## src/rtl/vx_writeback_arb.sv

```systemverilog
// Commit-to-writeback arbiter: round-robin grant over execution-unit commit
// sources, 2-entry in-order writeback buffer and a retired-instruction counter.
module vx_writeback_arb #(
  parameter int NUM_REQS    = 5,
  parameter int NUM_THREADS = 4,
  parameter int NW_BITS     = 2,
  parameter int NR_BITS     = 5
) (
  input  logic                            clk,
  input  logic                            reset_n,
  input  logic [NUM_REQS-1:0]             cmt_valid,
  output logic [NUM_REQS-1:0]             cmt_ready,
  input  logic [NUM_REQS*NW_BITS-1:0]     cmt_wid,
  input  logic [NUM_REQS*NUM_THREADS-1:0] cmt_tmask,
  input  logic [NUM_REQS*32-1:0]          cmt_PC,
  input  logic [NUM_REQS*NR_BITS-1:0]     cmt_rd,
  input  logic [NUM_REQS-1:0]             cmt_wb,
  input  logic [NUM_REQS-1:0]             cmt_eop,
  input  logic [NUM_REQS*NUM_THREADS*32-1:0] cmt_data,
  output logic                            wb_valid,
  input  logic                            wb_ready,
  output logic [NW_BITS-1:0]              wb_wid,
  output logic [NUM_THREADS-1:0]          wb_tmask,
  output logic [31:0]                     wb_PC,
  output logic [NR_BITS-1:0]              wb_rd,
  output logic [NUM_THREADS*32-1:0]       wb_data,
  output logic                            wb_eop,
  output logic [63:0]                     retire_cnt
);

  localparam int PW = (NUM_REQS > 1) ? $clog2(NUM_REQS) : 1;

  typedef struct packed {
    logic [NW_BITS-1:0]          wid;
    logic [NUM_THREADS-1:0]      tmask;
    logic [31:0]                 pc;
    logic [NR_BITS-1:0]          rd;
    logic [NUM_THREADS*32-1:0]   data;
    logic                        eop;
  } wb_ent_t;

  wb_ent_t req [NUM_REQS];

  generate
    for (genvar g = 0; g < NUM_REQS; g++) begin : g_req
      assign req[g] = {cmt_wid[g*NW_BITS +: NW_BITS],
                       cmt_tmask[g*NUM_THREADS +: NUM_THREADS],
                       cmt_PC[g*32 +: 32],
                       cmt_rd[g*NR_BITS +: NR_BITS],
                       cmt_data[g*NUM_THREADS*32 +: NUM_THREADS*32],
                       cmt_eop[g]};
    end
  endgenerate

  logic [PW-1:0] rr_ptr, grant, grant_hi, grant_lo;
  logic          hi_vld, lo_vld;
  logic          accept, push, pop;
  logic [1:0]    count;
  logic          head;
  wb_ent_t       ent [2];

  // Descending scan leaves the lowest valid index at/above rr_ptr (hi) and overall (lo).
  always_comb begin
    grant_hi = '0;
    grant_lo = '0;
    hi_vld   = 1'b0;
    lo_vld   = 1'b0;
    for (int j = NUM_REQS-1; j >= 0; j--) begin
      if (cmt_valid[j]) begin
        grant_lo = PW'(j);
        lo_vld   = 1'b1;
        if (PW'(j) >= rr_ptr) begin
          grant_hi = PW'(j);
          hi_vld   = 1'b1;
        end
      end
    end
  end

  assign grant  = hi_vld ? grant_hi : grant_lo;
  // No-writeback commits bypass the buffer, so only wb=1 commits need space.
  assign accept = reset_n && lo_vld && (!cmt_wb[grant] || count < 2'd2);
  assign push   = accept && cmt_wb[grant];
  assign pop    = wb_valid && wb_ready;

  always_comb begin
    cmt_ready        = '0;
    cmt_ready[grant] = accept;
  end

  always_ff @(posedge clk or negedge reset_n) begin
    if (!reset_n) begin
      rr_ptr     <= '0;
      count      <= '0;
      head       <= 1'b0;
      retire_cnt <= '0;
    end else begin
      if (accept)
        rr_ptr <= (grant == PW'(NUM_REQS-1)) ? '0 : grant + 1'b1;
      count <= count + {1'b0, push} - {1'b0, pop};
      head  <= head ^ pop;
      if (accept && cmt_eop[grant])
        retire_cnt <= retire_cnt + 64'd1;
    end
  end

  // Payload needs no reset: it is only observed while count != 0.
  always_ff @(posedge clk) begin
    if (push)
      ent[head ^ count[0]] <= req[grant];
  end

  assign wb_valid = (count != 2'd0);
  assign wb_wid   = ent[head].wid;
  assign wb_tmask = ent[head].tmask;
  assign wb_PC    = ent[head].pc;
  assign wb_rd    = ent[head].rd;
  assign wb_data  = ent[head].data;
  assign wb_eop   = ent[head].eop;

endmodule

```

## config.mk

```make
export PLATFORM = sky130hd
export DESIGN_NAME = vx_writeback_arb
export DESIGN_NICKNAME = d
export VERILOG_FILES = /design/src/rtl/vx_writeback_arb.sv
export SDC_FILE = /design/constraint.sdc
export NUM_CORES = 1
export LEC_CHECK = 0
export CORE_AREA = 2 2 434 436
export CTS_BUF_LIST = sky130_fd_sc_hd__clkbuf_2
export DETAILED_ROUTE_END_ITERATION = 7
export DIE_AREA = 0 0 436 438
export DONT_BUFFER_PORTS = 1
export GPL_TIMING_DRIVEN = 0
export PLACE_DENSITY = 0.32
export SLEW_MARGIN = 30
export SYNTH_ARGS = -nofsm -noshare
export SYNTH_HDL_FRONTEND = slang
export SYNTH_SLANG_ARGS = --single-unit
```

## constraint.sdc

```tcl
create_clock -name clk -period 13.9 [get_ports clk]
set_clock_uncertainty 0.15 [all_clocks]
set_input_delay 1.39 -clock clk [delete_from_list [all_inputs] [get_ports clk]]
set_output_delay 1.39 -clock clk [all_outputs]
set_load 0.01 [all_outputs]
```

==> results of run 1 <==
registers in the layout (all words and copies together), names as in the netlist:
name	flops
ent	344
rr_ptr	3
retire_cnt	64
head	1
count	2
power breakdown:
group	leakage [nW]	internal, mW	switching [mW]	total, mW
logic	4.73	1.66	2.96	4.62
registers	4.05	2.06	0.103	2.16
clock network	0.825	0.362	0.597	0.958
total	9.61	4.07	3.66	7.74
kinds of logic (layout without fill, tap and decap cells):
logic type	count (synthesis)	after routing	share of synthesized area
AOI/OAI and AO/OA	544	544	0.1937
DFF	414	414	0.5704
and+or+nand+nor	353	353	0.07774
buffers and inverters	184	759	0.03391
muxes	176	176	0.09357
xor gates and xnor gates	67	67	0.02771
adders and majority gates	5	5	0.002954
other	0	33	0
cell type report:
cell class              instances  area [µm²]  share of cell area
flip-flops and latches        414       12080              0.4045
multi-input cells            1145        8453              0.2830
repair buffers                360        4275              0.1431
well taps                    2495        3122              0.1045
clock buffers                 171       855.8             0.02865
plain buffers                 170       705.7             0.02362
clock inverters                44       242.7            0.008126
diodes                         33       82.58            0.002765
inverters                      14       52.55            0.001759
critical path, delay by kind of cell, from the launching register on:
kind            cells  cell delay (ns)
flops               1             0.45
compound gates      3             0.77
buf+inv             5             1.98
simple gates        2             0.52
cell usage in the layout, fill, tap and decap left out, types with 4 or more instances in the layout:
| cell type | netlist | layout |
|---|---|---|
| nand2b_1 | 4 | 4 |
| edfxtp_1 | 344 | 344 |
| and4_1 | 9 | 9 |
| clkbuf_2 | 0 | 197 |
| a221oi_4 | 1 | 4 |
| dfrtp_1 | 70 | 70 |
| o21ai_0 | 173 | 173 |
| mux2_2 | 175 | 175 |
| and2_1 | 5 | 5 |
| nand3_1 | 17 | 17 |
| nor4_1 | 13 | 13 |
| nor3_1 | 48 | 47 |
| nor3b_1 | 5 | 5 |
| clkbuf_1 | 148 | 121 |
| and3_1 | 12 | 12 |
| nand2_1 | 197 | 197 |
| xor2_1 | 62 | 62 |
| o211ai_1 | 4 | 4 |
| buf_4 | 6 | 6 |
| buf_1 | 12 | 9 |
| xnor2_1 | 5 | 5 |
| inv_1 | 11 | 11 |
| a221oi_1 | 342 | 339 |
| nor2_1 | 14 | 13 |
| nand4_1 | 18 | 18 |
| buf_8 | 0 | 4 |
| ha_1 | 5 | 5 |
| clkinv_1 | 0 | 32 |
| buf_16 | 0 | 32 |
| buf_2 | 4 | 7 |
| diode_2 | 0 | 33 |
| clkinv_2 | 0 | 5 |
| dlygate4sd3_1 | 0 | 314 |
| buf_12 | 0 | 9 |
layer usage:
layer / track usage / vias to the layer above
met5: 0.0002481 / -
met4: 0.06418 / 14
met3: 0.04993 / 279
met2: 0.2205 / 1195
met1: 0.1465 / 9825
li1: - / 8179
metrics by stage:
stage,worst slack [ns],utilization,std cells
after detailed placement,7.446,0.1365,4281
after floorplan,2.589,-,1743
after CTS,6.466,0.1596,4812
after global routing,6.429,0.1598,4829
final,7.046,0.1601,4846
after global placement,-6.708,0.1302,4238
worst min-delay path by stage:
stage	start	cells after the start	slack, ns	to
2_1_floorplan	count[1]	1	0.32	count[1]
3_3_place_gp	count[1]	1	0.34	count[1]
3_5_place_dp	count[1]	1	0.35	count[1]
4_1_cts	cmt_rd[5]	2	0.002	ent[0][129]
5_1_grt	cmt_data[136]	2	0.05	ent[0][9]
6_report	cmt_PC[142]	2	0.31	ent[0][148]
repair_timing:
action                                 CTS  global route
hold buffers                           316             0
gates resized for setup                  0             0
endpoints found under the hold margin  421             0
==> summary.txt, run 1 <==
Worst setup path
  – Data required, critical path: 12.36 ns
  – CP max stage cell: clkbuf_2
  – Worst Path Arrival: ~5.3 ns
  – CP dominant cell by count: clkbuf_2
  – Critical Path End: cmt_ready[0]
  – Worst R2R End: ent[1][120]
  – CP Class: flop to primary output
  – Crit-path max cell delay: slightly above 0.5 ns
  – CP Capture Type: primary output
  – Flop-to-flop setup slack: 8.63 ns
  – Critical path fanouts, max: 10
  – Crit-path cells: a21boi_1, o311ai_1, a21o_1, clkbuf_1, clkbuf_2, buf_16, clkbuf_2, clkbuf_2, nand3_1, nor2_1
  – Reg-to-Reg Start: rr_ptr[1]
  – CP Launch Point: rr_ptr[1]
  – Cells on worst reg2reg path: 12
  – Worst Setup Start Kind: flop

GRT
  – Largest net degree at the start of global routing: 69
  – Vias in the first global route: 19.06k
  – First-pass GRT wire length: 171800 µm
  – Initial antenna violation count: 37
  – Overflow after GRT: 0
  – GRT Util Overall: 0.1318

Timing
  – Hold_ws: between 0.3 and 0.4 ns
  – Hold Vio Cnt, Final: 0
  – # setup viols final: 0
  – Fin crit period: 6.854 ns
  – Worst rel slew slack: 0.2305
  – Worst-margin pin slew: 1.154 ns
  – RSZ-0062 raised after global routing: no
  – Fin. max-slew vios: 0
  – Setup TNS: 0 ns
  – Max Freq: around 150 MHz
  – Final period util: 0.4931

Synthesis
  – Synth Register Bits: 414
  – Gate count after technology mapping: 1743
  – Share of the synthesized area in the top cell type: 0.4877
  – Netlist cell types: 51
  – Most common cell in the synthesized netlist: edfxtp_1
  – Ys async rst share: 0.1691
  – Ranking of synthesized cells by area: edfxtp_1 (49%), a221oi_1 (14%), mux2_2 (9.3%), dfrtp_1 (8.3%), o21ai_0 (4.1%)
  – Average size of a mapped cell: around 12 µm²
  – Register area share after synthesis: 0.5704
  – Net Count, Synth: between 2k and 3k
  – Mapped cell area: ~21000 µm²
  – Synth Warn #: 0
  – Main synth FF type: edfxtp_1
  – Synth top cells by count: edfxtp_1 (344), a221oi_1 (342), nand2_1 (197)
  – Dominant cell type by area after synthesis: edfxtp_1
  – Number of synthesized flops with an enable pin: 344

Cells and area
  – Fill cells: 20.95k
  – Layout cells sized above 1: 0.1976
  – Layout area overhead: 41.03%
  – Fin nets: 3101
  – Final design instance area without fill: 29870 µm²

Floorplan
  – Die area: 191000 µm²
  – Die height: 438 µm
  – Die extent in x: roughly 440 µm
  – IO Count: 1115
  – Core area: between 150000 and 200000 µm²
  – Initial Utilization: 0.1135
  – Site Rows: around 160

Placed design
  – GPL Wtd Cong: 0.9793
  – Area of placed instances: ~25000 µm²
  – Detail Placement HPWL: 107400 µm
  – Port-buffer cells: 0

Clock network
  – H-tree Lvls: 3
  – # Post-CTS Setup Buffers: 0
  – Cts bufs inserted: 118
  – Max Root-Sink Buffers: 3
  – Root Buffer Master: clkbuf_2
  – Clock-pin slew on the worst setup and hold paths: 0.09 ns
  – Sink Count: 414
  – Worst skew pair latency: 1.49 ns
  – CTS tree: built

Routing
  – Remaining DRCs: 0
  – WL/cell: approximately 27 µm
  – Met2 routed WL: 65130 µm
  – Routed Antenna Nets: 0
  – Routed WL: 132500 µm
  – Met3 wire len: between 10000 and 15000 µm
  – Pre-antenna DRT Iters: 7
  – Post-Route M1 WL: 48910 µm
  – Top layer in use: met5
  – Iter 0 DRT Violations: 1696
  – Via density: 4.022
  – Vias: 19.49k

Power and ir drop
  – P_leak: 9.609 nW
  – Pwr dens: 259.0 nW/µm²
  – Peak VDD IR: between 100 and 150 µV
  – Final Power: 7.737 mW

Hold path
  – Hold Path Class: input pin to flop

Run
  – Max Cap Violations: 0

Status
  – Status: finished clean
(Power assumes the default switching activity.)
==> run 2, diff against run 1 <==
==> constraint.sdc (replaced) <==
create_clock -name clk -period 6.7 [get_ports clk]
set_clock_uncertainty 0.15 [all_clocks]
set_input_delay 0.67 -clock clk [delete_from_list [all_inputs] [get_ports clk]]
set_output_delay 0.67 -clock clk [all_outputs]
set_load 0.01 [all_outputs]
==> summary.txt, run 2 <==
Synthesis
  – Synth top cells by count: edfxtp_1 (344), a221oi_1 (342), nand2_1 (197) (unchanged)
  – Number of synthesized flops with an enable pin: 344 (unchanged)
  – Average size of a mapped cell: 12.15 µm² (unchanged)
  – Mapped cell area: 21180 µm² (unchanged)
  – Dominant cell type by area after synthesis: edfxtp_1 (unchanged)
  – Netlist cell types: 51 (unchanged)
  – Main synth FF type: edfxtp_1 (unchanged)
  – Net Count, Synth: 2621 (unchanged)
  – Ys async rst share: 0.1691 (unchanged)
  – Ranking of synthesized cells by area: edfxtp_1 (49%), a221oi_1 (14%), mux2_2 (9.3%), dfrtp_1 (8.3%), o21ai_0 (4.1%) (unchanged)
  – Share of the synthesized area in the top cell type: 0.4877 (unchanged)
  – Gate count after technology mapping: 1743 (unchanged)
  – Synth Warn #: 0 (unchanged)
  – Register area share after synthesis: 0.5704 (unchanged)
  – Synth Register Bits: 414 (unchanged)
  – Most common cell in the synthesized netlist: edfxtp_1 (unchanged)

Clock network
  – Sink Count: 414 (unchanged)
  – H-tree Lvls: 3 (unchanged)
  – # hold bufs at CTS: 904 (was 316)
  – # Post-CTS Setup Buffers: 0 (unchanged)
  – Cts bufs inserted: 121 (was 118)
  – Root Buffer Master: clkbuf_2 (unchanged)
  – Max Root-Sink Buffers: 3 (unchanged)
  – CTS resizes: 0 (unchanged)

Placed design
  – DP Worst Slack: 1.801 ns (was 7.446 ns)
  – GPL Wtd Cong: 1.038 (was 0.9793)
  – Port-buffer cells: 0 (unchanged)
  – Detail Placement HPWL: 112900 µm (was 107400 µm)
  – Placed cells: 4281 (unchanged)

Status
  – Exit stage: 4_1_cts
  – Stop Error: [ERROR RSZ-0060] Max buffer count reached.
  – Status: stopped before the end (was finished clean)

Floorplan
  – IO Count: 1115 (unchanged)
  – Die height: 438 µm (unchanged)
  – Initial Utilization: 0.1135 (unchanged)
  – Site Rows: 159 (unchanged)
  – Die extent in x: 436 µm (unchanged)
-- run 2: cell counts after synthesis --
No cell type changed its count.
-- run 2: kinds of logic after synthesis --
group,after synthesis,share of synthesized area
flops,414,0.5704
buf+inv,184,0.03391
fa+ha+maj,5,0.002954
compound gates,544,0.1937
simple gates,353,0.07774
xor+xnor,67,0.02771
mux,176,0.09357
-- run 2: per-stage QoR --
step | hold slack [ns] | area (µm²)
after floorplan | 0.2244 | 21190
after global placement | 0.2277 | 24310
after detailed placement | 0.2280 | 25460
==> run 3, diff against run 2 <==
==> config.mk (replaced) <==
export PLATFORM = sky130hd
export DESIGN_NAME = vx_writeback_arb
export DESIGN_NICKNAME = d
export VERILOG_FILES = /design/src/rtl/vx_writeback_arb.sv
export SDC_FILE = /design/constraint.sdc
export NUM_CORES = 1
export LEC_CHECK = 0
export CORE_AREA = 2 2 435 437
export DETAILED_ROUTE_END_ITERATION = 7
export DIE_AREA = 0 0 437 439
export DONT_BUFFER_PORTS = 1
export GPL_TIMING_DRIVEN = 0
export PLACE_DENSITY_LB_ADDON = 0.15
export SLEW_MARGIN = 30
export SYNTH_ARGS = -nofsm -noshare
export SYNTH_HDL_FRONTEND = slang
export SYNTH_SLANG_ARGS = --single-unit
==> summary.txt, run 3 (synthesis results as in run 1) <==
Status
  – Status: finished clean (was stopped before the end)

Cells and area
  – Fill cells: 20.97k
  – Fin nets: 2718
  – Leading cell type in the layout, fill and taps excluded: edfxtp_1
  – Final design instance area without fill: between 20000 and 30000 µm²
  – Non-Filler Instances: 4412
  – Fin util: 0.1456
  – Layout area overhead: 28.58%
  – Layout cells sized above 1: 0.1828
  – Max reg flops: 344
  – Commonest non-fill, non-tap cells in the layout: edfxtp_1 (344), a221oi_1 (341), nand2_1 (197)

Routing
  – Vias: 18.08k
  – Routed WL: 147200 µm
  – Iter 0 DRT Violations: between 1.5k and 2k
  – Pre-antenna DRT Iters: 6
  – Routed Antenna Nets: 0
  – Via density: 4.098
  – WL/cell: about 33 µm
  – Remaining DRCs: 0

Worst setup path
  – Crit-path cells: a21boi_1, o311ai_1, a21o_1, clkbuf_1, clkbuf_2, clkbuf_2, clkbuf_2, buf_16, nand3_1, nor2_1
  – Reg-to-Reg Start: rr_ptr[1]
  – CP max stage cell: clkbuf_2
  – Worst Setup Start Kind: flop
  – Flop-to-flop setup slack: 2.21 ns
  – Cells on worst reg2reg path: 11
  – CP Class: flop to primary output
  – Crit-path max cell delay: 0.61 ns
  – Worst R2R End: ent[1][65]
  – CP dominant cell by count: clkbuf_2
  – Critical path fanouts, max: 10
  – CP Capture Type: primary output
  – Data required, critical path: between 5 and 6 ns
  – Worst Path Arrival: roughly 4.2 ns

Floorplan
  – Initial Utilization: 0.1133 (was 0.1135)
  – Site Rows: 159 (unchanged)
  – Die area: 191800 µm²
  – Die height: 439 µm (was 438 µm)
  – IO Count: 1115 (unchanged)
  – Die extent in x: 437 µm (was 436 µm)
  – Core area: 187000 µm²

Clock network
  – Sink Count: 414 (unchanged)
  – Max Root-Sink Buffers: 3 (unchanged)
  – H-tree Lvls: 2 (was 3)
  – # hold bufs at CTS: 2 (was 904)
  – CTS tree: built
  – Clock-pin slew on the worst setup and hold paths: 0.06 ns
  – Worst skew pair latency: between 0.6 and 0.7 ns
  – # Post-CTS Setup Buffers: 0 (unchanged)
  – CTS resizes: 0 (unchanged)
  – Root Buffer Master: clkbuf_16 (was clkbuf_2)
  – Cts bufs inserted: 57 (was 121)

Timing
  – Hold Vio Cnt, Final: 0
  – Setup TNS: 0 ns
  – Worst-margin pin slew: 1.022 ns
  – Hold_ws: 0.1077 ns
  – Worst rel slew slack: 0.3185
  – Final period util: 0.7436
  – Max Freq: about 200 MHz
  – # setup viols final: 0
  – Fin crit period: ~5 ns
  – RSZ-0062 raised after global routing: no
  – Setup ws final: 1.718 ns
  – Fin. max-slew vios: 0

GRT
  – Largest net degree at the start of global routing: slightly above 70
  – Initial antenna violation count: 56
  – First-pass GRT wire length: 185300 µm
  – GRT Util Overall: 0.1451
  – Overflow after GRT: 0
  – Vias in the first global route: 17.92k

Hold path
  – Hold Path End: ent[0][134]
  – Hold Path Stages: 2
  – HP Start: cmt_PC[128]
  – Hold Path Class: input pin to flop

Placed design
  – DP Worst Slack: 1.902 ns (was 1.801 ns)
  – Detail Placement HPWL: 122500 µm (was 112900 µm)
  – GPL Wtd Cong: 1.040 (was 1.038)
  – Placed cells: 4274 (was 4281)
  – Area of placed instances: 25270 µm² (was 25460 µm²)
  – Port-buffer cells: 0 (unchanged)

Power and ir drop
  – Pwr dens: 597.9 nW/µm²
  – Final Power: around 16 mW
  – Peak VDD IR: between 200 and 300 µV
  – P_leak: approximately 8.3 nW

Run
  – Max Cap Violations: 0
run 3: how the worst max path moves through the flow:
stage,from,to,slack [ns]
finish,rr_ptr[1],cmt_ready[1],1.72
global route,rr_ptr[1],cmt_ready[0],1.41
CTS,rr_ptr[1],cmt_ready[0],1.54
detailed placement,cmt_valid[2],ent[1][167],1.90
global placement,cmt_valid[2],ent[1][113],-6.14
floorplan,cmt_valid[2],ent[1][0],-0.56
run 3: power by group:
group          leakage, nW  switching, mW  internal, mW
clock network        0.902           1.23          1.81
registers             4.05          0.223          4.29
logic                 3.33           6.37          2.36
run 3: layout make-up:
class | instances | area (µm²) | share of cell area
diodes | 30 | 75.07 | 0.002757
plain buffers | 170 | 700.7 | 0.02573
well taps | 2495 | 3122 | 0.1146
multi-input cells | 1145 | 8414 | 0.3090
clock buffers | 71 | 1500 | 0.05509
flip-flops and latches | 414 | 12080 | 0.4436
clock inverters | 35 | 346.6 | 0.01273
inverters | 14 | 52.55 | 0.001930
repair buffers | 38 | 940.9 | 0.03455
run 3: layer usage:
layer | vias to the layer above | part of all wire | track usage
met4 | 28 | 0.034 | 0.04627
met3 | 260 | 0.096 | 0.05467
met5 | - | 0.0012 | 0
met2 | 1180 | 0.50 | 0.2542
met1 | 9264 | 0.37 | 0.1613
li1 | 7347 | - | -
run 3: critical path, delay by kind of cell (launching register included):
kind	cells	cell delay, ns
compound gates	3	0.75
buf+inv	5	1.83
flops	1	0.44
simple gates	2	0.43
